[config.mk]
export PLATFORM = sky130hd
export DESIGN_NAME = tx_system_data
export DESIGN_NICKNAME = d
export VERILOG_FILES = /design/src/rtl/tx_system_data.sv
export SDC_FILE = /design/constraint.sdc
export NUM_CORES = 1
export LEC_CHECK = 0
export CAP_MARGIN = 20
export CORE_ASPECT_RATIO = 2
export CORE_MARGIN = 2
export CORE_UTILIZATION = 58
export DETAILED_ROUTE_END_ITERATION = 16
export PLACE_DENSITY = 0.88
export SYNTH_ARGS = -nofsm -noshare
export SYNTH_HDL_FRONTEND = slang
export SYNTH_SLANG_ARGS = --single-unit
[constraint.sdc]
create_clock -name clk -period 2.91 [get_ports clk]
set_input_delay 0.7275 -clock clk [delete_from_list [all_inputs] [get_ports clk]]
set_output_delay 0.7275 -clock clk [all_outputs]
set_load 0.005 [all_outputs]
[src/rtl/tx_system_data.sv]
// System-side message source for the UART transmitter.
// Sends BYTE0..BYTE3 with a per-byte write/busy handshake and an inter-message gap.
module tx_system_data #(
    parameter logic [7:0]  BYTE0       = 8'hAA,
    parameter logic [7:0]  BYTE1       = 8'h55,
    parameter logic [7:0]  BYTE2       = 8'hCC,
    parameter logic [7:0]  BYTE3       = 8'h89,
    parameter logic [2:0]  BAUD_SEL    = 3'b111,
    parameter bit          AUTO_REPEAT = 1'b0,
    parameter logic [15:0] GAP_CYCLES  = 16'd1000,
    parameter logic [15:0] ACK_TIMEOUT = 16'd255
) (
    input  logic       clk,
    input  logic       reset,
    input  logic       send,
    input  logic       Tx_BUSY,
    output logic       Tx_EN,
    output logic       Tx_WR,
    output logic [7:0] Tx_DATA,
    output logic [2:0] Tx_baud_select,
    output logic [1:0] byte_index,
    output logic       msg_done
);

    typedef enum logic [2:0] {
        IDLE,
        LOAD,
        WRITE,
        WAIT_HI,
        WAIT_LO,
        GAP
    } state_t;

    state_t      state;
    logic        send_d;
    logic        send_rise;
    logic [15:0] ack_cnt;
    logic [15:0] gap_cnt;
    logic [15:0] ack_inc;
    logic [15:0] gap_inc;
    logic        ack_hit;
    logic        gap_hit;

    assign send_rise      = send & ~send_d;
    assign Tx_baud_select = BAUD_SEL;

    // Saturating counters; "hit" fires on the last cycle of the window
    assign ack_inc = (ack_cnt == 16'hFFFF) ? ack_cnt : ack_cnt + 16'd1;
    assign gap_inc = (gap_cnt == 16'hFFFF) ? gap_cnt : gap_cnt + 16'd1;
    assign ack_hit = ({1'b0, ack_cnt} + 17'd1) >= {1'b0, ACK_TIMEOUT};
    assign gap_hit = ({1'b0, gap_cnt} + 17'd1) >= {1'b0, GAP_CYCLES};

    function automatic logic [7:0] byte_at(input logic [1:0] idx);
        logic [7:0] b;
        case (idx)
            2'd0:    b = BYTE0;
            2'd1:    b = BYTE1;
            2'd2:    b = BYTE2;
            default: b = BYTE3;
        endcase
        return b;
    endfunction

    always_ff @(posedge clk or negedge reset) begin
        if (!reset) begin
            state      <= IDLE;
            send_d     <= 1'b0;
            ack_cnt    <= 16'd0;
            gap_cnt    <= 16'd0;
            Tx_EN      <= 1'b0;
            Tx_WR      <= 1'b0;
            Tx_DATA    <= 8'h00;
            byte_index <= 2'd0;
            msg_done   <= 1'b0;
        end else begin
            send_d   <= send;
            Tx_WR    <= 1'b0;
            msg_done <= 1'b0;
            case (state)
                IDLE: begin
                    Tx_EN <= 1'b0;
                    if (send_rise || AUTO_REPEAT) begin
                        byte_index <= 2'd0;
                        Tx_DATA    <= BYTE0;
                        Tx_EN      <= 1'b1;
                        state      <= LOAD;
                    end
                end
                LOAD: begin
                    Tx_EN   <= 1'b1;
                    Tx_DATA <= byte_at(byte_index);
                    if (!Tx_BUSY) begin
                        Tx_WR <= 1'b1;
                        state <= WRITE;
                    end
                end
                WRITE: begin
                    ack_cnt <= 16'd0;
                    state   <= WAIT_HI;
                end
                WAIT_HI: begin
                    if (Tx_BUSY) begin
                        state <= WAIT_LO;
                    end else if (ack_hit) begin
                        state <= LOAD;
                    end else begin
                        ack_cnt <= ack_inc;
                    end
                end
                WAIT_LO: begin
                    if (!Tx_BUSY) begin
                        if (byte_index == 2'd3) begin
                            msg_done <= 1'b1;
                            Tx_EN    <= 1'b0;
                            gap_cnt  <= 16'd0;
                            state    <= GAP;
                        end else begin
                            byte_index <= byte_index + 2'd1;
                            Tx_DATA    <= byte_at(byte_index + 2'd1);
                            state      <= LOAD;
                        end
                    end
                end
                GAP: begin
                    Tx_EN <= 1'b0;
                    if (gap_hit) begin
                        if (AUTO_REPEAT) begin
                            byte_index <= 2'd0;
                            Tx_DATA    <= BYTE0;
                            Tx_EN      <= 1'b1;
                            state      <= LOAD;
                        end else begin
                            state <= IDLE;
                        end
                    end else begin
                        gap_cnt <= gap_inc;
                    end
                end
                default: state <= IDLE;
            endcase
        end
    end

endmodule

==> flow_summary_export.csv, run 1 <==
group,metric,value,unit
outcome,outcome,"finished, final reports clean",
worst_setup_path,r2r-start,"gap_cnt[0]",
worst_setup_path,crit_start,"gap_cnt[0]",
yosys,mappedNetlistArea,0.00270,mm²
layout,fin_nets,322,
routing,detail-route-antenna-nets,0,
clocking,cts_tree,"yes",
yosys,synth_top_family_by_area,"simple AND/OR/NAND/NOR gates",
sta,hold_violations,0,
clocking,numCtsBuffers,5,
job,drv_cap,0,
layout,antennaDiodeCount,0,
clocking,cts.sinks,46,
yosys,synthMuxAreaShare,1.57,%
sta,finalCritPeriodShare,90.2,%
layout,layout.cells.non_filler,365,
sta,max_freq,0.381,GHz
floorplanning,dieArea,0.00526,mm²
yosys,ys_ff_latch,46,
routing,via_per_inst,6.21,
yosys,synth_fa_ha_area_share,4.16,%
min_path,hold_class,"input port to asynchronous set/reset pin",
placement,globalplace.congestion,0.989,
sta,drv_slew,0,
yosys,synth_ff_type,"dfrtp_1",
placement,place.port_buffers,16,
global_routing,track_usage,24.1,%
yosys,synth-xor-area-share,1.30,%
routing,drt-pass1-iter-count,4,
routing,routed_wl,5730,µm
placement,dp_cells,357,
floorplanning,dieHeight,101,µm
yosys,syn_avg_cell_area,9.26,µm²
yosys,synth-simple-area-share,28.1,%
global_routing,antenna_found_initial,0,
routing,routedWlPerCell,15.7,µm
yosys,synth-compound-area-share,17.3,%
pwr,p_leak,1.26,nW
sta,rsz0062_at_grt,"false",
worst_setup_path,arrival,2.81,ns
pwr,ir_worst_vdd,0.000373,V
global_routing,grt_pass1_vias,2232,
pwr,power_density,382,mW/mm²
yosys,seq_area_frac_synth,42.6,%
yosys,ys_warn_count,0,
worst_setup_path,path_max_fanout,14,
clocking,clockRootBuffer,"clkbuf_8",
sta,tns,0,ns
worst_setup_path,cp.required,3.10,ns
floorplanning,pin_count,20,
yosys,netlist.area_leader.share,42.6,%
yosys,syn_inst,292,
routing,drc,0,
yosys,synth_area_leaders,"dfrtp_1 (43%), ha_1 (4.2%), nand2_1 (3.7%)",
layout,drive_gt1_share,9.03,%
yosys,synth_top_cell_by_area,"dfrtp_1",
yosys,synth.distinct_cells,56,
sta,tightest_slew,0.628,ns
sta,setup_viol,0,
clocking,clockBufferDepth,2,
floorplanning,fp-row-count,35,
clocking,clkSlewWorstSetupHoldPaths,0.09,ns
global_routing,grt_max_degree,28,
floorplanning,start_util,59.4,%
routing,initialDrtViolationCount,73,
sta,period_needed,2.62,ns
floorplanning,die_w,52.3,µm
clocking,post_cts_buffers,0,
clocking,holdBufCountCts,0,
global_routing,grt_first_pass_wirelength,9830,µm
worst_setup_path,crit_type,"register to register",
layout,syn_to_final_growth,10.8,%
worst_setup_path,worst_setup_path_start_kind,"register",
floorplanning,coreArea,0.00455,mm²
clocking,postCtsResizedCells,0,
global_routing,overflow,0,
placement,dp_hpwl,4210,µm
yosys,async_flop_share,100,%
clocking,clk_latency,0.30,ns
clocking,htreeDepth,2,
yosys,synth_top_cells_by_count,"dfrtp_1 (46), nand2_1 (27), nor2_1 (23)",
yosys,synth_edf_count,0,
worst_setup_path,end_kind,"register",
sta,skew,0.00888,ns
yosys,synthMostInstantiatedCell,"dfrtp_1",
sta,slew_headroom,58.0,%
routing,num_vias,2266,
==> flip-flops by register name, indices dropped and copies added (netlist names) <==
name and cells:
state 3, Tx_DATA 5, byte_index 2, msg_done 1, Tx_WR 1, ack_cnt 16
Tx_EN 1, send_d 1, gap_cnt 16
==> worst paths after layout <==
kind | end | slack (ns) | depth (start not counted)
worst min-delay path | ack_cnt[3] | 0.44 | 1
max in group asynchronous | state[1] | 1.78 | 2
min in group clk | ack_cnt[15] | 0.50 | 1
worst max register to register | gap_cnt[0] | 0.29 | 8
worst max-delay path | gap_cnt[0] | 0.29 | 8
worst min register to register | ack_cnt[15] | 0.50 | 1
==> stage by stage <==
step / utilization [%] / setup WS [ns] / area (µm²) / total power (W) / hold slack [ns]
after global placement: 63.3 / 0.0887 / 2880 / 0.000681 / 0.476
final: 65.8 / 0.285 / 3000 / 0.00114 / 0.437
after floorplan: - / 0.472 / 2710 / 0.000665 / 0.432
after detailed placement: 63.3 / 0.0390 / 2880 / 0.000682 / 0.480
after CTS: 65.8 / 0.290 / 3000 / 0.00116 / 0.453
after global routing: 65.8 / 0.0877 / 3000 / 0.00118 / 0.469
==> logic make-up after synthesis <==
family          count (synthesis)
compound gates                 67
xor+xnor                        4
fa+ha+maj                       9
flops                          46
buf+inv                        22
mux                             4
other cells                     1
simple gates                  139
==> layer usage <==
| metal | global-route usage (%) | wire length, µm |
|---|---|---|
| met3 | 3.26 | 209 |
| met5 | 0 | 0 |
| met2 | 44.5 | 3240 |
| met1 | 25.8 | 2130 |
| met4 | 11.0 | 148 |
==> worst max-delay path, cell delays in order (launching register included) <==
cell and delay, ns:
dfrtp_1 0.42, ha_1 0.23, and3_1 0.26, nand4_1 0.17, a2111oi_2 0.37, o221ai_2 0.19, or2_4 0.33, a21o_1 0.26
mux2_2 0.28
==> power by group <==
part           total [W]  switching [W]  internal, W
Combinational  0.0000292      0.0000208   0.00000848
Clock           0.000475       0.000219     0.000255
Sequential      0.000639    0.000000153     0.000639
Total            0.00114       0.000240     0.000903
==> cell type report <==
class	instances	area, µm²
clock inverters	3	45.0
well taps	55	68.8
fillers	372	1560
inverters	7	26.3
flip-flops and latches	46	1150
clock buffers	5	68.8
multi-input cells	226	1430
repair buffers	23	208
==> cell usage in the layout (no fill, tap or decap), drive strengths merged, types with 4 or more instances in the layout <==
cell            n
nor3            4
nand4           9
nor4            5
clkdlybuf4s50  15
o31ai           5
nand2b          7
dfrtp          46
buf             8
inv             7
nand2          27
o21ai          20
a21o            5
ha              9
o211ai          5
nor2b          10
or2             4
or4             9
a22o            4
clkbuf          5
nor2           23
nand3          17
a21oi           9
or3             5
and2            9
(Power assumes the default switching activity.)
==> run 2: changes to the inputs <==
- CELL_PAD_IN_SITES_DETAIL_PLACEMENT: default -> 0
- CELL_PAD_IN_SITES_GLOBAL_PLACEMENT: default -> 1
- CORE_UTILIZATION: 58 -> 45
==> run 2 against run 1 <==
  * The flow now finishes with violations (DRC)
  * Largest power group unchanged
  * Via count decreased by 2.5%
  * Die area increased by 27%
  * Power increased by 7.6%
  * Clock power increased by 18%
  * Largest cell class unchanged
==> flow_summary_export.csv, run 2 (same netlist as run 1, synthesis figures left out) <==
group,metric,value,unit
worst_setup_path,path_max_fanout,10,
clocking,cts.sinks,46,
pwr,p_switching,0.000242,W
sta,drv_slew,0,
routing,routedWlPerCell,14.7,µm
floorplanning,pin_count,20,
worst_setup_path,end_kind,"register",
layout,reg.largest.list,"ack_cnt (16), gap_cnt (16), Tx_DATA (5)",
sta,max_freq,0.372,GHz
clocking,clockBufferDepth,2,
routing,num_vias,2210,
job,drv_cap,0,
placement,dp_hpwl,3880,µm
global_routing,grt_max_degree,28,
worst_setup_path,crit_type,"register to register",
pwr,clkPwrFrac,45.6,%
worst_setup_path,cp.required,3.14,ns
worst_setup_path,cp_top_family,"simple AND/OR/NAND/NOR gates",
pwr,ir_worst_vdd,0.000421,V
sta,setup_viol,0,
pwr,power_frac_comb,2.3,%
layout,fin_nets,321,
worst_setup_path,cp_num_buf_inv,0,
routing,detail-route-antenna-nets,0,
sta,period_needed,2.68,ns
routing,drc,2,
clocking,clk_latency,0.28,ns
pwr,sw_frac_of_total,19.6,%
routing,via_per_inst,5.94,
pwr,internal_power,0.000989,W
layout,stdcell_area,0.00304,mm²
outcome,violations,"DRC",
placement,place.port_buffers,16,
worst_setup_path,reg2reg_depth,8,
sta,tns,0,ns
outcome,outcome,"complete, but fails checks",
pwr,power_density,405,mW/mm²
clocking,post_cts_buffers,0,
sta,skew,0.00289,ns
clocking,numCtsBuffers,5,
worst_setup_path,cp_slowest_cell,"or4_1",
layout,antennaDiodeCount,0,
layout,syn_to_final_growth,12.3,%
global_routing,grt_pass1_vias,2150,
clocking,clkSlewWorstSetupHoldPaths,0.06,ns
placement,globalplace.congestion,0.854,
worst_setup_path,arrival,2.91,ns
floorplanning,die_w,58.8,µm
sta,rsz0062_at_grt,"false",
clocking,cts_tree,"yes",
min_path,hold_class,"input port to asynchronous set/reset pin",
clocking,htreeDepth,2,
layout,drive_gt1_share,8.74,%
clocking,clockRootBuffer,"clkbuf_16",
placement,dpl_cell_area,0.00289,mm²
global_routing,grt_first_pass_wirelength,9540,µm
floorplanning,dieArea,0.00668,mm²
routing,initialDrtViolationCount,98,
layout,layout_common_cells,"dfrtp_1 (46), nand2_1 (27), nor2_1 (23), o21ai_0 (18), nand3_1 (17)",
floorplanning,start_util,45.8,%
worst_setup_path,reg2reg_slack,0.23,ns
worst_setup_path,r2r-start,"ack_cnt[1]",
sta,finalCritPeriodShare,92.3,%
worst_setup_path,crit_path_max_incr_delay,0.56,ns
global_routing,track_usage,18.1,%
worst_setup_path,path_cells,"ha_1, nand3_1, or4_1, a32oi_1, o2111ai_2, or2_1, nor3_1, a211o_1",
floorplanning,coreArea,0.00591,mm²
floorplanning,dieHeight,114,µm
worst_setup_path,r2r_end,"ack_cnt[4]",
pwr,seqPwrFrac,52.1,%
global_routing,overflow,0,
worst_setup_path,worst-path-stages,8,
worst_setup_path,worst_setup_path_start_kind,"register",
routing,drt-pass1-iter-count,10,
pwr,p_leak,1.28,nW
global_routing,antenna_found_initial,0,
sta,tightest_slew,0.626,ns
routing,routed_wl,5470,µm
sta,slew_headroom,58.1,%
layout,final_common_cell,"dfrtp_1",
sta,hold_violations,0,
floorplanning,fp-row-count,40,
layout,fill_cells,543,
## run 2: timing repair
action                     in CTS  in global routing
setup endpoints to repair       0                  1
resized for setup               0                  1
hold buffers                    0                  0
## run 2: worst register-to-register path, cell delays in order, from the launching register on
cell	delay (ns)
dfrtp_1	0.39
ha_1	0.24
nand3_1	0.23
or4_1	0.56
a32oi_1	0.27
o2111ai_2	0.20
or2_1	0.41
nor3_1	0.19
a211o_1	0.13
## run 2: worst max path at each step
stage | startpoint | slack, ns | end
5_1_grt | ack_cnt[1] | 0.01 | ack_cnt[4]
2_1_floorplan | Tx_BUSY | 0.47 | ack_cnt[5]
3_5_place_dp | Tx_BUSY | 0.03 | ack_cnt[2]
4_1_cts | ack_cnt[0] | 0.23 | ack_cnt[4]
6_report | ack_cnt[1] | 0.23 | ack_cnt[4]
3_3_place_gp | Tx_BUSY | 0.08 | ack_cnt[2]
## run 2: area by class of cell
cell class                 instances  area (µm²)  area share, %
multi-input combinational        226        1430           47.2
sequential                        46        1150           37.9
inverter                           7        26.3          0.865
clock buffer                       7         143           4.70
clock inverter                     1        5.00          0.165
timing repair buffer              22         200           6.59
tap                               63        78.8           2.60
## run 2: per-stage QoR
| step | utilization (%) | std cells | hold slack (ns) | setup slack, ns | power [W] |
|---|---|---|---|---|---|
| after floorplan | - | 294 | 0.432 | 0.472 | 0.000665 |
| after global placement | 48.9 | 364 | 0.474 | 0.0769 | 0.000681 |
| after detailed placement | 48.9 | 364 | 0.483 | 0.0334 | 0.000681 |
| after CTS | 51.4 | 372 | 0.406 | 0.233 | 0.00125 |
| after global routing | 51.4 | 372 | 0.430 | 0.0101 | 0.00128 |
| final | 51.4 | 372 | 0.389 | 0.225 | 0.00123 |
## run 2: power groups by stage
stage | combinational, W | clock (W) | sequential [W]
2_1_floorplan | 0.0000123 | 0 | 0.000652
3_3_place_gp | 0.0000291 | 0 | 0.000652
3_5_place_dp | 0.0000293 | 0 | 0.000652
4_1_cts | 0.0000293 | 0.000581 | 0.000640
5_1_grt | 0.0000330 | 0.000605 | 0.000640
6_report | 0.0000283 | 0.000562 | 0.000641
## run 2: layer usage
layer	GRT usage, %	vias to the layer above	wire length (µm)
li1	-	1091	-
met1	24.0	1066	2530
met2	27.8	46	2630
met3	3.40	7	190
met4	9.09	0	116
met5	0	-	0
==> edit (config.mk and constraints of run 1) <==
Reset style: synchronous (`reset`), changed in one clocked block.
--- a/src/rtl/tx_system_data.sv
+++ b/src/rtl/tx_system_data.sv
@@ -63,3 +63,3 @@
 
-    always_ff @(posedge clk or negedge reset) begin
+    always_ff @(posedge clk) begin
         if (!reset) begin
Formal check against the unedited RTL: differs if reset is asserted again (counterexample within 4 cycles, from zero or initial values and one cycle with reset low); with reset held inactive, the same outputs for 10 cycles.
==> edit against run 1 <==
- worst setup slack better by 50 ps
- wire length rose by 27%
- utilization fell by 2.3 points
- critical endpoint is now gap_cnt[14]
- cell area increased by 7.8%
- first-iteration DRC count grew 16%
- sequential cell count unchanged
- largest cell class unchanged
- area after synthesis rose by 11%
- fmax grew 1.9%
- highest routed layer unchanged
Power is not compared: it rests on default switching activity, and its combinational part moved more than twofold at a synthesized area within 25%.
==> edit: results (changes against run 1) <==
- # diodes: 0 (unchanged)
- Pre-CTS WS: 344.8 ps (+305.9 ps)
- Unique cell type count in the Yosys netlist: 66 (+18%)
- WL met2: 4082 um (+26%)
- Placed instance area: 0.003119 mm2 (+8.2%)
- Crit path max-delay family: compound AO/OA/AOI/OAI gates
- DP Wirelength: 5216 um (+24%)
- Post-synthesis compound-gate area fraction: 24.05% (+6.8 points)
- Commonest cells post-synth: dfxtp_1, nand2_1, nor2_1
- Initial DRC count: 85 (+16%)
- Met2 Use GR: 46.34% (+1.8 points)
- Filler instances: 440 (+18%)
- Vias per inst: 6.645 (+7.0%)
- M3 GR Usage: 4.213% (+0.95 points)
- Layout cell share with drive strength beyond 1: 8.639% (-0.39 points)
- Fraction of registers with async set/reset: 0% (-100 points)
- Outcome: finished, final reports clean
- Avg Inst Size Synth: 7.905 um2 (-15%)
- Hold crit path type: register to register
- Met1 Use GR: 26.04% (+0.23 points)
- Slowest stage delay, CP: 510 ps (+90 ps)
- Final #Nets: 395 (+23%)
- Drt wl/cell: 16.57 um (+5.6%)
- Largest net degree at the start of global routing: 24 (-14%)
- Leak Pwr: about 1.1 nW
- Hold slack: 453.7 ps (+16.50 ps)
- Inserted Clock Buffers: 5 (unchanged)
- Met1 Routed Length: 2714 um (+27%)
- Yosys warnings: 0 (unchanged)
- Adder-cell share of the synthesized area: 3.739% (-0.43 points)
- Initial antenna violation count: 0 (unchanged)
- Max VDD drop: about 0.56 mV
- IO buf count: 16 (unchanged)
- Last element of the critical path: gap_cnt[14]
- Clk_skew: 18.34 ps (+9.466 ps)
- Synth Area in XOR/XNOR: 2.617% (+1.3 points)
- Total global routing overflow: 0 (unchanged)
- Post-synthesis mux area share: 0.9971% (-0.58 points)
- Final non-filler cell total: 440 (+21%)
- Busiest grt layer: met2
- WL met3: 269 um (+29%)
- Reg-to-reg startpoint: gap_cnt[0]
- Routability congestion estimate: 0.8986 (-9.1%)
- H-tree depth: 2 (unchanged)
- Slowest CP cell: o31ai_1
- Max Used Layer: met4
- Vias in the first global route: 2674 (+20%)
- Placed Cells: 433 (+21%)
- Top cells by area, synth: dfxtp_1, nand2_1, ha_1
- Tot GR Track Use: 26.05% (+1.9 points)
- Max-slew headroom: 58.01% (about the same)
- Seq/Total Area, Yosys: 30.58% (-12 points)
- Crit path max fanout: 7 (-7)
- Worst skew pair latency: 320 ps (+20 ps)
- First-pass GRT wire length: 11590 um (+18%)
- HP Start: ack_cnt[8]
- R2R depth: 7 (-1)
- P_sw: between 0.6 and 0.7 mW
-- edit: cell count changes after synthesis, moves of 8 or more --
cell            run 1  this run
dfxtp_1             0        46
a21oi_1             9        20
and3_1              3        11
dfrtp_1            46         0
nand2_1            27        41
nor3_1              4        13
a31o_2              0         8
-- edit: final cells by class --
class	count	area, um2	area share, %
Clock buffer	6	82.58	2.555
Clock inverter	1	30.03	0.9292
Inverter	11	41.29	1.278
Multi-Input combinational cell	294	1864	57.68
Sequential cell	46	920.9	28.49
Tap cell	58	72.57	2.245
Timing Repair Buffer	24	220.2	6.814
-- edit: power groups by stage --
stage | combinational, mW | clock, mW | sequential (mW)
floorplan | 0.433 | 0 | 0.732
global placement | 0.516 | 0 | 0.778
detailed placement | 0.526 | 0 | 0.783
CTS | 0.530 | 0.507 | 0.768
global route | 0.588 | 0.526 | 0.779
finish | 0.534 | 0.501 | 0.769
